File: src/rtl/riscv_uart_pkg.sv
// rtl/riscv_uart_pkg.sv - shared states, data-bits encoding and parity helper for the UART TX controller
package riscv_uart_pkg;

   localparam logic [2:0] ST_IDLE   = 3'd0;
   localparam logic [2:0] ST_START  = 3'd1;
   localparam logic [2:0] ST_DATA   = 3'd2;
   localparam logic [2:0] ST_PARITY = 3'd3;
   localparam logic [2:0] ST_STOP   = 3'd4;

   typedef enum logic [2:0] {
      IDLE   = ST_IDLE,
      START  = ST_START,
      DATA   = ST_DATA,
      PARITY = ST_PARITY,
      STOP   = ST_STOP
   } uart_state_e;

   localparam logic [1:0] DBITS_5 = 2'd0;
   localparam logic [1:0] DBITS_6 = 2'd1;
   localparam logic [1:0] DBITS_7 = 2'd2;
   localparam logic [1:0] DBITS_8 = 2'd3;

   function automatic logic [3:0] data_bits_len(input logic [1:0] enc);
      case (enc)
         DBITS_5: return 4'd5;
         DBITS_6: return 4'd6;
         DBITS_7: return 4'd7;
         DBITS_8: return 4'd8;
         default: return 4'd8;
      endcase
   endfunction

   // XOR of the low 'len' bits, inverted for odd parity.
   function automatic logic parity_bit(input logic [7:0] data, input logic [3:0] len,
                                       input logic odd);
      logic p;
      p = odd;
      for (int i = 0; i < 8; i++) begin
         if (i < int'(len)) p = p ^ data[i];
      end
      return p;
   endfunction

endpackage

File: src/rtl/riscv_uart_tx_ctrl_if.sv
// rtl/riscv_uart_tx_ctrl_if.sv - byte write channel from the core store path into the TX FIFO
interface riscv_uart_tx_ctrl_if;
   logic       tx_valid;
   logic [7:0] tx_data;
   logic       fifo_full;
   logic       overflow;

   modport master (output tx_valid, output tx_data, input fifo_full, input overflow);
   modport slave  (input tx_valid, input tx_data, output fifo_full, output overflow);
endinterface

File: src/rtl/riscv_uart_sync_fifo.sv
// rtl/riscv_uart_sync_fifo.sv - byte FIFO with wrap-bit pointers, occupancy count and overflow pulse
module riscv_uart_sync_fifo
   import riscv_uart_pkg::*;
#(
   parameter int DEPTH = 16,
   parameter int CNT_W = $clog2(DEPTH) + 1
) (
   input  logic                 clk,
   input  logic                 rst_n,
   riscv_uart_tx_ctrl_if.slave  wr,
   input  logic                 pop,
   output logic [7:0]           rd_data,
   output logic                 empty,
   output logic [CNT_W-1:0]     count
);
   localparam int AW = CNT_W - 1;

   logic [CNT_W-1:0] wr_ptr_q, wr_ptr_d;
   logic [CNT_W-1:0] rd_ptr_q, rd_ptr_d;
   logic             overflow_q, overflow_d;
   logic [7:0]       mem_q [DEPTH];
   logic             full, push, do_pop;

   assign count   = wr_ptr_q - rd_ptr_q;
   assign full    = (count == CNT_W'(DEPTH));
   assign empty   = (count == '0);
   assign rd_data = mem_q[rd_ptr_q[AW-1:0]];

   assign wr.fifo_full = full;
   assign wr.overflow  = overflow_q;

   // Full is the pre-edge value, so a write into a full FIFO drops even if a pop happens now.
   assign push   = wr.tx_valid && !full;
   assign do_pop = pop && !empty;

   always_comb begin
      wr_ptr_d   = push   ? wr_ptr_q + 1'b1 : wr_ptr_q;
      rd_ptr_d   = do_pop ? rd_ptr_q + 1'b1 : rd_ptr_q;
      overflow_d = wr.tx_valid && full;
   end

   always_ff @(posedge clk or negedge rst_n) begin
      if (!rst_n) begin
         wr_ptr_q   <= '0;
         rd_ptr_q   <= '0;
         overflow_q <= 1'b0;
      end else begin
         wr_ptr_q   <= wr_ptr_d;
         rd_ptr_q   <= rd_ptr_d;
         overflow_q <= overflow_d;
      end
   end

   always_ff @(posedge clk) begin
      if (push) mem_q[wr_ptr_q[AW-1:0]] <= wr.tx_data;
   end

endmodule

File: src/rtl/riscv_uart_tx_ctrl.sv
// rtl/riscv_uart_tx_ctrl.sv - UART transmitter: byte FIFO feeding a runtime-configurable serialiser
module riscv_uart_tx_ctrl
   import riscv_uart_pkg::*;
#(
   parameter int FIFO_DEPTH = 16,
   parameter int DIV_W      = 16,
   parameter int CNT_W      = $clog2(FIFO_DEPTH) + 1
) (
   input  logic             i_riscv_uart_clk,
   input  logic             i_riscv_uart_rst,
   input  logic             i_riscv_uart_tx_valid,
   input  logic [7:0]       i_riscv_uart_tx_data,
   input  logic             i_riscv_uart_enable,
   input  logic [DIV_W-1:0] i_riscv_uart_baud_div,
   input  logic [1:0]       i_riscv_uart_data_bits,
   input  logic             i_riscv_uart_parity_en,
   input  logic             i_riscv_uart_parity_odd,
   input  logic             i_riscv_uart_stop2,
   output logic             o_riscv_uart_fifo_full,
   output logic             o_riscv_uart_fifo_empty,
   output logic [CNT_W-1:0] o_riscv_uart_fifo_count,
   output logic             o_riscv_uart_overflow,
   output logic             o_riscv_uart_busy,
   output logic             o_riscv_uart_tx
);

   riscv_uart_tx_ctrl_if wr_if ();

   assign wr_if.tx_valid          = i_riscv_uart_tx_valid;
   assign wr_if.tx_data           = i_riscv_uart_tx_data;
   assign o_riscv_uart_fifo_full  = wr_if.fifo_full;
   assign o_riscv_uart_overflow   = wr_if.overflow;

   logic       pop;
   logic [7:0] head;
   logic       fifo_empty;

   riscv_uart_sync_fifo #(.DEPTH(FIFO_DEPTH), .CNT_W(CNT_W)) u_fifo (
      .clk     (i_riscv_uart_clk),
      .rst_n   (i_riscv_uart_rst),
      .wr      (wr_if.slave),
      .pop     (pop),
      .rd_data (head),
      .empty   (fifo_empty),
      .count   (o_riscv_uart_fifo_count)
   );

   assign o_riscv_uart_fifo_empty = fifo_empty;

   uart_state_e      state_q, state_d;
   logic [7:0]       shift_q, shift_d;
   logic [DIV_W-1:0] baud_cnt_q, baud_cnt_d;
   logic [DIV_W-1:0] div_q, div_d;
   logic [3:0]       bit_cnt_q, bit_cnt_d;
   logic [3:0]       nbits_q, nbits_d;
   logic             par_en_q, par_en_d;
   logic             par_bit_q, par_bit_d;
   logic             stop2_q, stop2_d;
   logic             tx_q, tx_d;

   logic bit_done, start_ok, launch;

   assign bit_done = (baud_cnt_q == div_q);
   assign start_ok = !fifo_empty && i_riscv_uart_enable;

   always_comb begin
      state_d    = state_q;
      shift_d    = shift_q;
      baud_cnt_d = baud_cnt_q;
      div_d      = div_q;
      bit_cnt_d  = bit_cnt_q;
      nbits_d    = nbits_q;
      par_en_d   = par_en_q;
      par_bit_d  = par_bit_q;
      stop2_d    = stop2_q;
      tx_d       = tx_q;
      launch     = 1'b0;
      pop        = 1'b0;

      if (state_q != IDLE) baud_cnt_d = bit_done ? '0 : baud_cnt_q + 1'b1;

      case (state_q)
         IDLE: launch = start_ok;
         START: begin
            if (bit_done) begin
               state_d   = DATA;
               tx_d      = shift_q[0];
               bit_cnt_d = '0;
            end
         end
         DATA: begin
            if (bit_done) begin
               if (bit_cnt_q == nbits_q - 4'd1) begin
                  bit_cnt_d = '0;
                  state_d   = par_en_q ? PARITY : STOP;
                  tx_d      = par_en_q ? par_bit_q : 1'b1;
               end else begin
                  bit_cnt_d = bit_cnt_q + 4'd1;
                  shift_d   = shift_q >> 1;
                  tx_d      = shift_q[1];
               end
            end
         end
         PARITY: begin
            if (bit_done) begin
               state_d   = STOP;
               tx_d      = 1'b1;
               bit_cnt_d = '0;
            end
         end
         STOP: begin
            if (bit_done) begin
               if (stop2_q && bit_cnt_q == 4'd0) begin
                  bit_cnt_d = 4'd1;
               end else if (start_ok) begin
                  launch = 1'b1;
               end else begin
                  state_d = IDLE;
                  tx_d    = 1'b1;
               end
            end
         end
         default: begin
            state_d = IDLE;
            tx_d    = 1'b1;
         end
      endcase

      // Configuration is sampled only here, so mid-frame changes wait for the next frame.
      if (launch) begin
         pop        = 1'b1;
         state_d    = START;
         shift_d    = head;
         div_d      = i_riscv_uart_baud_div;
         nbits_d    = data_bits_len(i_riscv_uart_data_bits);
         par_en_d   = i_riscv_uart_parity_en;
         par_bit_d  = parity_bit(head, data_bits_len(i_riscv_uart_data_bits),
                                 i_riscv_uart_parity_odd);
         stop2_d    = i_riscv_uart_stop2;
         bit_cnt_d  = '0;
         baud_cnt_d = '0;
         tx_d       = 1'b0;
      end
   end

   always_ff @(posedge i_riscv_uart_clk or negedge i_riscv_uart_rst) begin
      if (!i_riscv_uart_rst) begin
         state_q    <= IDLE;
         shift_q    <= '0;
         baud_cnt_q <= '0;
         div_q      <= '0;
         bit_cnt_q  <= '0;
         nbits_q    <= '0;
         par_en_q   <= 1'b0;
         par_bit_q  <= 1'b0;
         stop2_q    <= 1'b0;
         tx_q       <= 1'b1;
      end else begin
         state_q    <= state_d;
         shift_q    <= shift_d;
         baud_cnt_q <= baud_cnt_d;
         div_q      <= div_d;
         bit_cnt_q  <= bit_cnt_d;
         nbits_q    <= nbits_d;
         par_en_q   <= par_en_d;
         par_bit_q  <= par_bit_d;
         stop2_q    <= stop2_d;
         tx_q       <= tx_d;
      end
   end

   assign o_riscv_uart_busy = (state_q != IDLE);
   assign o_riscv_uart_tx   = tx_q;

endmodule

File: config.mk
export PLATFORM = sky130hd
export DESIGN_NAME = riscv_uart_tx_ctrl
export DESIGN_NICKNAME = d
export VERILOG_FILES = /design/src/rtl/riscv_uart_pkg.sv /design/src/rtl/riscv_uart_tx_ctrl_if.sv /design/src/rtl/riscv_uart_sync_fifo.sv /design/src/rtl/riscv_uart_tx_ctrl.sv
export SDC_FILE = /design/constraint.sdc
export NUM_CORES = 1
export LEC_CHECK = 0
export BUFFER_PORTS_ARGS = -buffer_cell sky130_fd_sc_hd__buf_4
export CORE_ASPECT_RATIO = 0.5
export CORE_MARGIN = 1
export CORE_UTILIZATION = 65
export DETAILED_ROUTE_END_ITERATION = 12
export GPL_TIMING_DRIVEN = 0
export PLACE_DENSITY = 0.84
export SLEW_MARGIN = 30
export SYNTH_ARGS = -nofsm -noshare
export SYNTH_HDL_FRONTEND = slang
export SYNTH_SLANG_ARGS = --single-unit
File: constraint.sdc
create_clock -name i_riscv_uart_clk -period 8 [get_ports i_riscv_uart_clk]
set_input_delay 0.8 -clock i_riscv_uart_clk [delete_from_list [all_inputs] [get_ports i_riscv_uart_clk]]
set_output_delay 0.8 -clock i_riscv_uart_clk [all_outputs]
set_load 0.01 [all_outputs]
==> run summary, run 1 <==
CTS Buffer Depth: 2
Die Area: 14,010 um^2
Vias in the first global route: 5,679
Overall Global Routing Usage: 31.11%
H-tree depth: 4
CP Data Required Time: 7.20 ns
Routed len/inst: 22.72 um
Met3 Use GR: 6.648%
Initial antenna violation count: 0
Yosys reg bits: 194
Max cap viols: 0
Top-level port count: 43
Placer Congestion: 0.8739
Top cells by count, synth: edfxtp_1 (128), nand2_1 (86), dfrtp_1 (65)
Failing checks: DRC
Critical Path Sink Type: output port
Drt via density: 6.442
Synth warnings: 0
Net Count, Synth: 700
Unique cell type count in the Yosys netlist: 62
Top cell type's share of synthesized area: 43.75%
CTS tree: done
CTS Buf Count: 17
# diodes: 0
Core area: 12,920 um^2
Fmax: 227.3 MHz
Number of cell rows: 29
M2 GR Usage: 50.84%
First-pass GRT wire length: 31,880 um
Total grt overflow: 0
Fin util: 77.10%
Cell taking the most area after synthesis: edfxtp_1
Tightest Pin Transition: 0.9835 ns
Non-filler instance count after layout: 895
Final hold viol count: 0
Vias: 5,766
Register area share after synthesis: 62.56%
Clock transition at the registers of the reported paths: 0.08 ns
Final worst slack: 3.600 ns
Die height: 84.21 um
Area contributors post-synth: edfxtp_1 (44%), dfrtp_1 (19%), mux4_2 (4.9%)
Setup Crit Path Kind: register to output port
Final setup fails: 0
Synth-to-layout area growth: 13.36%
Final WL: 20,340 um
PostCTS Resize Cnt: 0
Hold Path Class: input pin to asynchronous set/reset pin
FFs w/ async S/R, synth: 34.02%
Starting DRT DRC Count: 735
Min Tclk post-route: 4.400 ns
Number of synthesized flops with an enable pin: 128
Nets: 763
Startpoint Class: register
Top_reg_cell synth: edfxtp_1
Crit-path cells: buf_6 -> buf_2 -> inv_1 -> ha_1 -> nor2b_1 -> o21a_1 -> or3_1 -> a2111oi_4 -> buf_4
Cell area power density: 384.9 nW/um^2
Lkg Pwr: 0.003810 uW
Port bufs: 42
DR pass1 iterations: 11
Pre-CTS setup slack: 3.767 ns
Met1 Use GR: 41.32%
Total Neg Setup Slack: 0 ns
Antenna Violating Nets Remaining: 0
Final Skew: 0.01363 ns
Hold_buf cts: 0
Slowest stage cell on the critical path: a2111oi_4
Postcts setup bufs: 0
RSZ-0062 raised after global routing: false
Count leader, synth: edfxtp_1
Tcrit/Tclk final: 55.00%
Share of cells above drive strength 1: 16.28%
Initial core utilization: 68.02%
Slowest stage delay, CP: 0.66 ns
Status: finished, violations left
Relative slew slack: 34.19%
Inst Count DP: 863
Root buf cell: clkbuf_16
Clock Latency Late Sink: 0.44 ns
Crit path max fanout: 10
Worst VDD drop: 0.0002119 V
Clock sinks: 194
Post-Syn Area: 8786 um^2
Post-synthesis area per instance: 13.54 um^2
Detail Placement HPWL: 12,730 um
Residual DRC: 3
Grt peak-use layer: met2
Largest net degree at the start of global routing: 67
Arr. time, crit path: 3.60 ns
Die span in x: 166.4 um
Post-Syn Instances: 649
Max Slew Vio Count: 0
[metrics by stage]
step | cell area, um^2 | hold WS [ns] | power (uW)
floorplan | 8786 | 0.4453 | 2468
global placement | 9314 | 0.4619 | 2853
detailed placement | 9349 | 0.4630 | 2919
CTS | 9957 | 0.4809 | 3822
global route | 9960 | 0.5124 | 4011
finish | 9960 | 0.4411 | 3833
[flip-flops by register name (all words and copies together), names as in the netlist]
signal              cells
nbits_q                 4
baud_cnt_q             16
u_fifo.wr_ptr_q         5
u_fifo.rd_ptr_q         5
o_riscv_uart_tx         1
par_bit_q               1
par_en_q                1
bit_cnt_q               4
div_q                  16
stop2_q                 1
u_fifo.wr.overflow      1
u_fifo.mem_q          128
shift_q                 8
state_q                 3
[worst max-delay path, delay by kind of cell (launching register included)]
family / cells / cell delay (ns)
AO/OA/AOI/OAI: 2 / 0.83
flip-flops: 1 / 0.58
AND/OR/NAND/NOR: 2 / 0.50
adder cells (fa/ha/maj): 1 / 0.31
buffers and inverters: 4 / 0.94
[kinds of logic (layout without fill, tap and decap cells)]
| kind of cell | after synthesis | in the layout | synth area share [%] |
|---|---|---|---|
| flip-flops | 194 | 194 | 62.56 |
| adder cells (fa/ha/maj) | 18 | 18 | 2.649 |
| multiplexers | 46 | 46 | 9.271 |
| AND/OR/NAND/NOR | 198 | 198 | 10.68 |
| XOR/XNOR | 47 | 47 | 4.842 |
| buffers and inverters | 50 | 126 | 2.677 |
| AO/OA/AOI/OAI | 96 | 96 | 7.320 |
[layout make-up]
class / instances / area [um^2]
Inverter: 26 / 97.59
Clock buffer: 17 / 425.4
Fill cell: 768 / 2958
Buffer: 24 / 137.6
Clock inverter: 15 / 182.7
Timing Repair Buffer: 44 / 330.3
Multi-Input combinational cell: 405 / 3077
Sequential cell: 194 / 5497
Tap cell: 170 / 212.7
[path summary, 6_finish.rpt]
kind | endpoint | from | cells past startpoint | slack, ns
max | o_riscv_uart_fifo_empty | u_fifo.rd_ptr_q[1] | 9 | 3.60
min | div_q[8] | i_riscv_uart_rst | 1 | 0.44
max reg2reg | u_fifo.mem_q[13][6] | u_fifo.rd_ptr_q[1] | 12 | 3.60
min reg2reg | par_bit_q | par_bit_q | 2 | 0.48
max in group asynchronous | div_q[0] | i_riscv_uart_rst | 1 | 7.00
min in group i_riscv_uart_clk | par_bit_q | par_bit_q | 2 | 0.48
[where the power goes]
part           leakage (uW)  internal (uW)  switching, uW
Sequential          0.00199           1270            141
Combinational       0.00152            661            889
Clock              0.000298            452            420
Total               0.00381           2380           1450
[layer usage]
layer  vias up  share of wire (%)
li1       2531                  -
met2       347                 48
met1      2812                 39
met3        76                9.0
met4         0                3.6
met5         -                  0
[placed cells by master, fill, tap and decap left out, types with 6 or more instances in the layout]
cell type	count
nor2_1	30
nand4_1	9
nand2b_1	10
mux2i_1	18
edfxtp_1	128
a22oi_1	7
clkbuf_1	11
clkbuf_16	17
ha_1	17
a221oi_1	6
o21ai_0	27
dfrtp_1	65
nor3_1	8
inv_1	25
mux4_1	7
buf_4	44
nor2b_1	8
or3_1	6
mux4_2	19
nand2_1	86
nor4_1	6
nand3_1	15
a21oi_1	21
xnor2_1	43
and2_1	6
Note: power is estimated with default switching activity, not from simulation.
==> inputs of run 2 (changes only) <==
ABC_AREA = 1   (was unset)
CORE_UTILIZATION = 62   (was 65)
PLACE_DENSITY = 0.8   (was 0.84)
clock period = 4.34 ns   (was 8 ns; I/O delays follow)
==> run summary, run 2 <==
Cell taking the most area after synthesis: edfxtp_1
Startpoint Class: register
Post-synthesis area per instance: 9.430 um^2
Die Area: 15,490 um^2
CTS Buf Count: 17
Sw Ratio: 43.45%
Hold_buf cts: 0
Die height: 88.51 um
RSZ-0062 raised after global routing: false
Int Pwr: 4308 uW
PostCTS Resize Cnt: 0
Final Power: 7617 uW
CTS Buffer Depth: 2
Postcts setup bufs: 0
Combinational power share: 45.2%
Synth-to-layout area growth: 12.55%
H-tree depth: 4
Total Neg Setup Slack: 0 ns
Arr. time, crit path: 3.63 ns
Port bufs: 42
Commonest cells after routing, fill and taps aside: nand2_1 (292), edfxtp_1 (128), inv_1 (112)
Overall Global Routing Usage: 29.69%
Share of cells above drive strength 1: 11.81%
First-pass GRT wire length: 34,380 um
Number of cell rows: 31
Clock transition at the registers of the reported paths: 0.07 ns
Number of synthesized flops with an enable pin: 128
CTS tree: done
Final setup fails: 0
Worst reg2reg setup slack: 0.77 ns
Fmax: 280.3 MHz
Yosys reg bits: 194
Largest register FFs: 128
Starting DRT DRC Count: 938
Nets: 1,096
Max cap viols: 0
Status: finished clean
DR pass1 iterations: 7
Post-Syn Instances: 984
Tightest Pin Transition: 0.9657 ns
Slowest stage cell on the critical path: nor2_1
Detail Placement HPWL: 14,280 um
Unique cell type count in the Yosys netlist: 43
Register area share after synthesis: 59.24%
Area contributors post-synth: edfxtp_1 (41%), dfrtp_1 (18%), nand2_1 (12%)
CP Data Required Time: 4.40 ns
Top cell type's share of synthesized area: 41.42%
Die span in x: 175.0 um
Most common cell after layout, fill and taps aside: nand2_1
Clock Power Share: 20.7%
Register share of total power: 34.1%
Reg2reg path depth: 11
Max Slew Vio Count: 0
# diodes: 0
Lkg Pwr: 0.004648 uW
Drt via density: 5.695
Final WL: 21,830 um
Worst r2r src: u_fifo.rd_ptr_q[2]
Min Tclk post-route: 3.567 ns
Final Skew: 0.01433 ns
Final hold viol count: 0
Top_reg_cell synth: edfxtp_1
Setup Crit Path Kind: register to register
Worst VDD drop: 0.0003899 V
Top delay family on crit path: simple AND/OR/NAND/NOR gates
Hold WS: 0.09116 ns
Relative slew slack: 35.38%
Net Count, Synth: 1,035
FFs w/ async S/R, synth: 34.02%
Crit path max fanout: 10
Clock sinks: 194
Post-Syn Area: 9279 um^2
NetSw: 3310 uW
Cell area power density: 729.4 nW/um^2
Initial antenna violation count: 0
Routed len/inst: 17.38 um
Root buf cell: clkbuf_16
Antenna Violating Nets Remaining: 0
Reg2Reg Capture Point: u_fifo.mem_q[7][7]
Critical Path Sink Type: register
Synth warnings: 0
Top cells by count, synth: nand2_1 (292), edfxtp_1 (128), inv_1 (112)
Slowest stage delay, CP: 0.75 ns
Largest net degree at the start of global routing: 67
CP bufs+invs: 3
Clock Latency Late Sink: 0.44 ns
Initial core utilization: 63.79%
Hold Path Class: input pin to asynchronous set/reset pin
Vias in the first global route: 6,727
Total grt overflow: 0
Tcrit/Tclk final: 82.19%
Vias: 7,153
Top-level port count: 43
Core area: 14,550 um^2
Placer Congestion: 0.8759
Crit-path cells: inv_1 -> clkbuf_1 -> ha_1 -> nand3_1 -> nand2_1 -> xor2_2 -> nand3_1 -> inv_1 -> nor2_4 -> nand2_1 -> nor2_1
Count leader, synth: nand2_1
Residual DRC: 0
-- run 2: cell type report --
cell class	count	area, um^2
Buffer	31	191.4
Clock buffer	18	429.2
Clock inverter	14	170.2
Fill cell	999	4101
Inverter	117	439.2
Multi-Input combinational cell	642	3154
Sequential cell	194	5497
Tap cell	198	247.7
Timing Repair Buffer	42	315.3
-- run 2: layer usage --
metal / track usage [%] / vias up / part of all wire [%]
met2: 49.57 / 356 / 48
met1: 39.11 / 3408 / 41
met4: 12.49 / 0 / 2.1
met3: 5.627 / 57 / 8.9
li1: - / 3332 / -
met5: 0 / - / 0
-- run 2: cells by family after synthesis --
| family | after synthesis | share of synthesized area, % |
|---|---|---|
| DFF | 194 | 59.24 |
| and+or+nand+nor | 488 | 21.95 |
| adders and majority gates | 18 | 2.508 |
| buffers and inverters | 148 | 6.796 |
| xor gates and xnor gates | 33 | 3.358 |
| AOI/OAI and AO/OA | 103 | 6.149 |
-- run 2: power by group through the flow --
stage	Sequential (uW)	Clock, uW	Combinational (uW)
finish	2600	1580	3440
global route	2630	1640	3810
CTS	2590	1580	3390
detailed placement	2620	0	3340
global placement	2610	0	3220
floorplan	2560	0	2360
-- run 2: worst max path at each step --
stage | start | end | slack (ns) | depth (start not counted)
finish | u_fifo.rd_ptr_q[2] | u_fifo.mem_q[7][7] | 0.77 | 11
global route | u_fifo.rd_ptr_q[2] | u_fifo.mem_q[7][7] | 0.57 | 11
CTS | u_fifo.rd_ptr_q[2] | u_fifo.mem_q[7][3] | 0.83 | 11
detailed placement | u_fifo.rd_ptr_q[1] | u_fifo.mem_q[6][3] | 0.83 | 12
global placement | u_fifo.rd_ptr_q[1] | u_fifo.mem_q[7][1] | 0.88 | 12
floorplan | u_fifo.rd_ptr_q[1] | u_fifo.mem_q[11][0] | 1.52 | 12
-- run 2: through the flow --
step	instance area (um^2)	instances	utilization [%]	setup WS, ns
3_3_place_gp	9842	1224	67.66	0.8768
5_1_grt	10440	1256	71.80	0.5722
6_report	10440	1256	71.80	0.7728
2_1_floorplan	9279	984	-	1.518
4_1_cts	10440	1256	71.78	0.8251
3_5_place_dp	9842	1224	67.66	0.8270
-- run 2: worst register-to-register path: stages, from the launching register on --
cell and delay, ns:
dfrtp_1 0.46, inv_1 0.10, clkbuf_1 0.51, ha_1 0.41
nand3_1 0.11, nand2_1 0.09, xor2_2 0.19, nand3_1 0.13
inv_1 0.08, nor2_4 0.18, nand2_1 0.18, nor2_1 0.76
==> inputs of run 3 (changes only) <==
ABC_AREA = 0   (was 1)
CORE_UTILIZATION = 61   (was 62)
PLACE_DENSITY = 0.79   (was 0.8)
clock period = 3.4 ns   (was 4.34 ns; I/O delays follow)
==> run summary, run 3 (same netlist as run 1, synthesis figures left out) <==
Grt peak-use layer: met2
# diodes: 0
Largest register FFs: 128
CP Data Required Time: 3.56 ns
Worst r2r src: u_fifo.rd_ptr_q[1]
DR pass1 iterations: 5
Synth-to-layout area growth: 17.46%
Fmax: 305.8 MHz
Core area: 13,810 um^2
Met1 Use GR: 39.51%
Final WL: 20,290 um
Final hold viol count: 8
DP Area: 9380 um^2
Nets: 776
Clock Latency Late Sink: 0.44 ns
Root buf cell: clkbuf_16
Overall Global Routing Usage: 29.06%
Crit path max fanout: 19
Reg2reg path depth: 12
Worst reg2reg setup slack: 0.13 ns
Clock sinks: 194
Share of cells above drive strength 1: 21.95%
Status: finished, violations left
Starting DRT DRC Count: 613
Setup Crit Path Kind: register to register
Total Neg Setup Slack: 0 ns
Lkg Pwr: 0.003941 uW
Routed len/inst: 21.82 um
Tightest Pin Transition: 0.8121 ns
Critical Path Sink Type: register
Die span in x: 171.7 um
Antenna Violating Nets Remaining: 0
Worst VDD drop: 0.0004856 V
Largest net degree at the start of global routing: 67
Relative slew slack: 45.36%
Hold WS: -0.01734 ns
H-tree depth: 4
Tcrit/Tclk final: 96.19%
Cell area power density: 895.4 nW/um^2
M2 GR Usage: 46.78%
Placer Congestion: 0.8946
Initial core utilization: 63.61%
Startpoint Class: register
Reg2Reg Capture Point: u_fifo.mem_q[3][1]
Die Area: 14,920 um^2
Final Skew: 0.01284 ns
Vias in the first global route: 5,574
Drt via density: 6.173
Min Tclk post-route: 3.270 ns
Non-filler instance count after layout: 930
CTS tree: done
Max Slew Vio Count: 0
CTS Buf Count: 17
Most common cell after layout, fill and taps aside: edfxtp_1
Port bufs: 42
CTS Buffer Depth: 2
First-pass GRT wire length: 30,910 um
Finished Cell Area: 10,320 um^2
Final setup fails: 0
Residual DRC: 0
Top-level port count: 43
Inst Count DP: 883
Number of cell rows: 30
Failing checks: hold timing
Initial antenna violation count: 0
Die height: 86.86 um
Met3 Use GR: 6.406%
Clock transition at the registers of the reported paths: 0.08 ns
Hold Path Class: input pin to asynchronous set/reset pin
Max cap viols: 0
Total grt overflow: 0
Vias: 5,741
Commonest cells after routing, fill and taps aside: edfxtp_1 (128), nand2_1 (82), dfrtp_1 (63)
Detail Placement HPWL: 12,310 um
Arr. time, crit path: 3.43 ns
[run 3: how the worst max path moves through the flow]
stage | startpoint | endpoint | cells after the start
floorplan | u_fifo.rd_ptr_q[1] | u_fifo.mem_q[7][0] | 13
global placement | u_fifo.rd_ptr_q[1] | u_fifo.mem_q[8][1] | 12
detailed placement | u_fifo.rd_ptr_q[1] | u_fifo.mem_q[0][0] | 12
CTS | u_fifo.rd_ptr_q[2] | o_riscv_uart_fifo_empty | 8
global route | u_fifo.rd_ptr_q[1] | u_fifo.mem_q[2][6] | 12
finish | u_fifo.rd_ptr_q[1] | u_fifo.mem_q[3][1] | 12
[run 3: per-stage QoR]
stage | power [uW] | worst slack (ns) | utilization [%]
6_report | 9240 | 0.1296 | 74.71
5_1_grt | 9666 | -0.03237 | 74.71
4_1_cts | 9077 | 0.06300 | 74.37
3_5_place_dp | 6850 | -0.9471 | 67.91
3_3_place_gp | 6760 | -0.9089 | 67.85
2_1_floorplan | 5837 | -0.02451 | -
[run 3: final cells by class]
class,instances,area [um^2]
Fill cell,850,3493
Timing Repair Buffer,59,505.5
Multi-Input combinational cell,405,3226
Clock buffer,17,425.4
Sequential cell,194,5499
Buffer,22,147.6
Inverter,26,97.59
Tap cell,192,240.2
Clock inverter,15,178.9
[run 3: repair_timing]
| item | 4_1_cts | 5_1_grt |
|---|---|---|
| hold buffers | 0 | 0 |
| cloned | 0 | 0 |
| endpoints found under the hold margin | 0 | 0 |
| resized for setup | 38 | 10 |
| pin swaps | 11 | 2 |
| buffers inserted | 14 | 3 |
| endpoints found under the setup margin | 191 | 147 |
[run 3: critical path, cell delays in order (launching register included)]
cell and delay, ns:
dfrtp_2 0.42, buf_12 0.19, inv_1 0.11, fa_1 0.48, a21o_1 0.22, a21oi_2 0.19, xnor2_2 0.14, nor4b_2 0.19
nor2b_1 0.14, buf_2 0.27, nand2_2 0.20, nor3_4 0.25, buf_12 0.18
[run 3: metal layers]
metal | vias up | wire length (um)
met1 | 2875 | 8458
met5 | - | 0
met2 | 256 | 9680
li1 | 2561 | -
met3 | 49 | 1612
met4 | 0 | 541
[run 3: power breakdown]
part	switching, uW	leakage [uW]	internal (uW)
combinational	2190	0.00167	1700
sequential	330	0.00199	2990
clock	1040	0.000286	1000
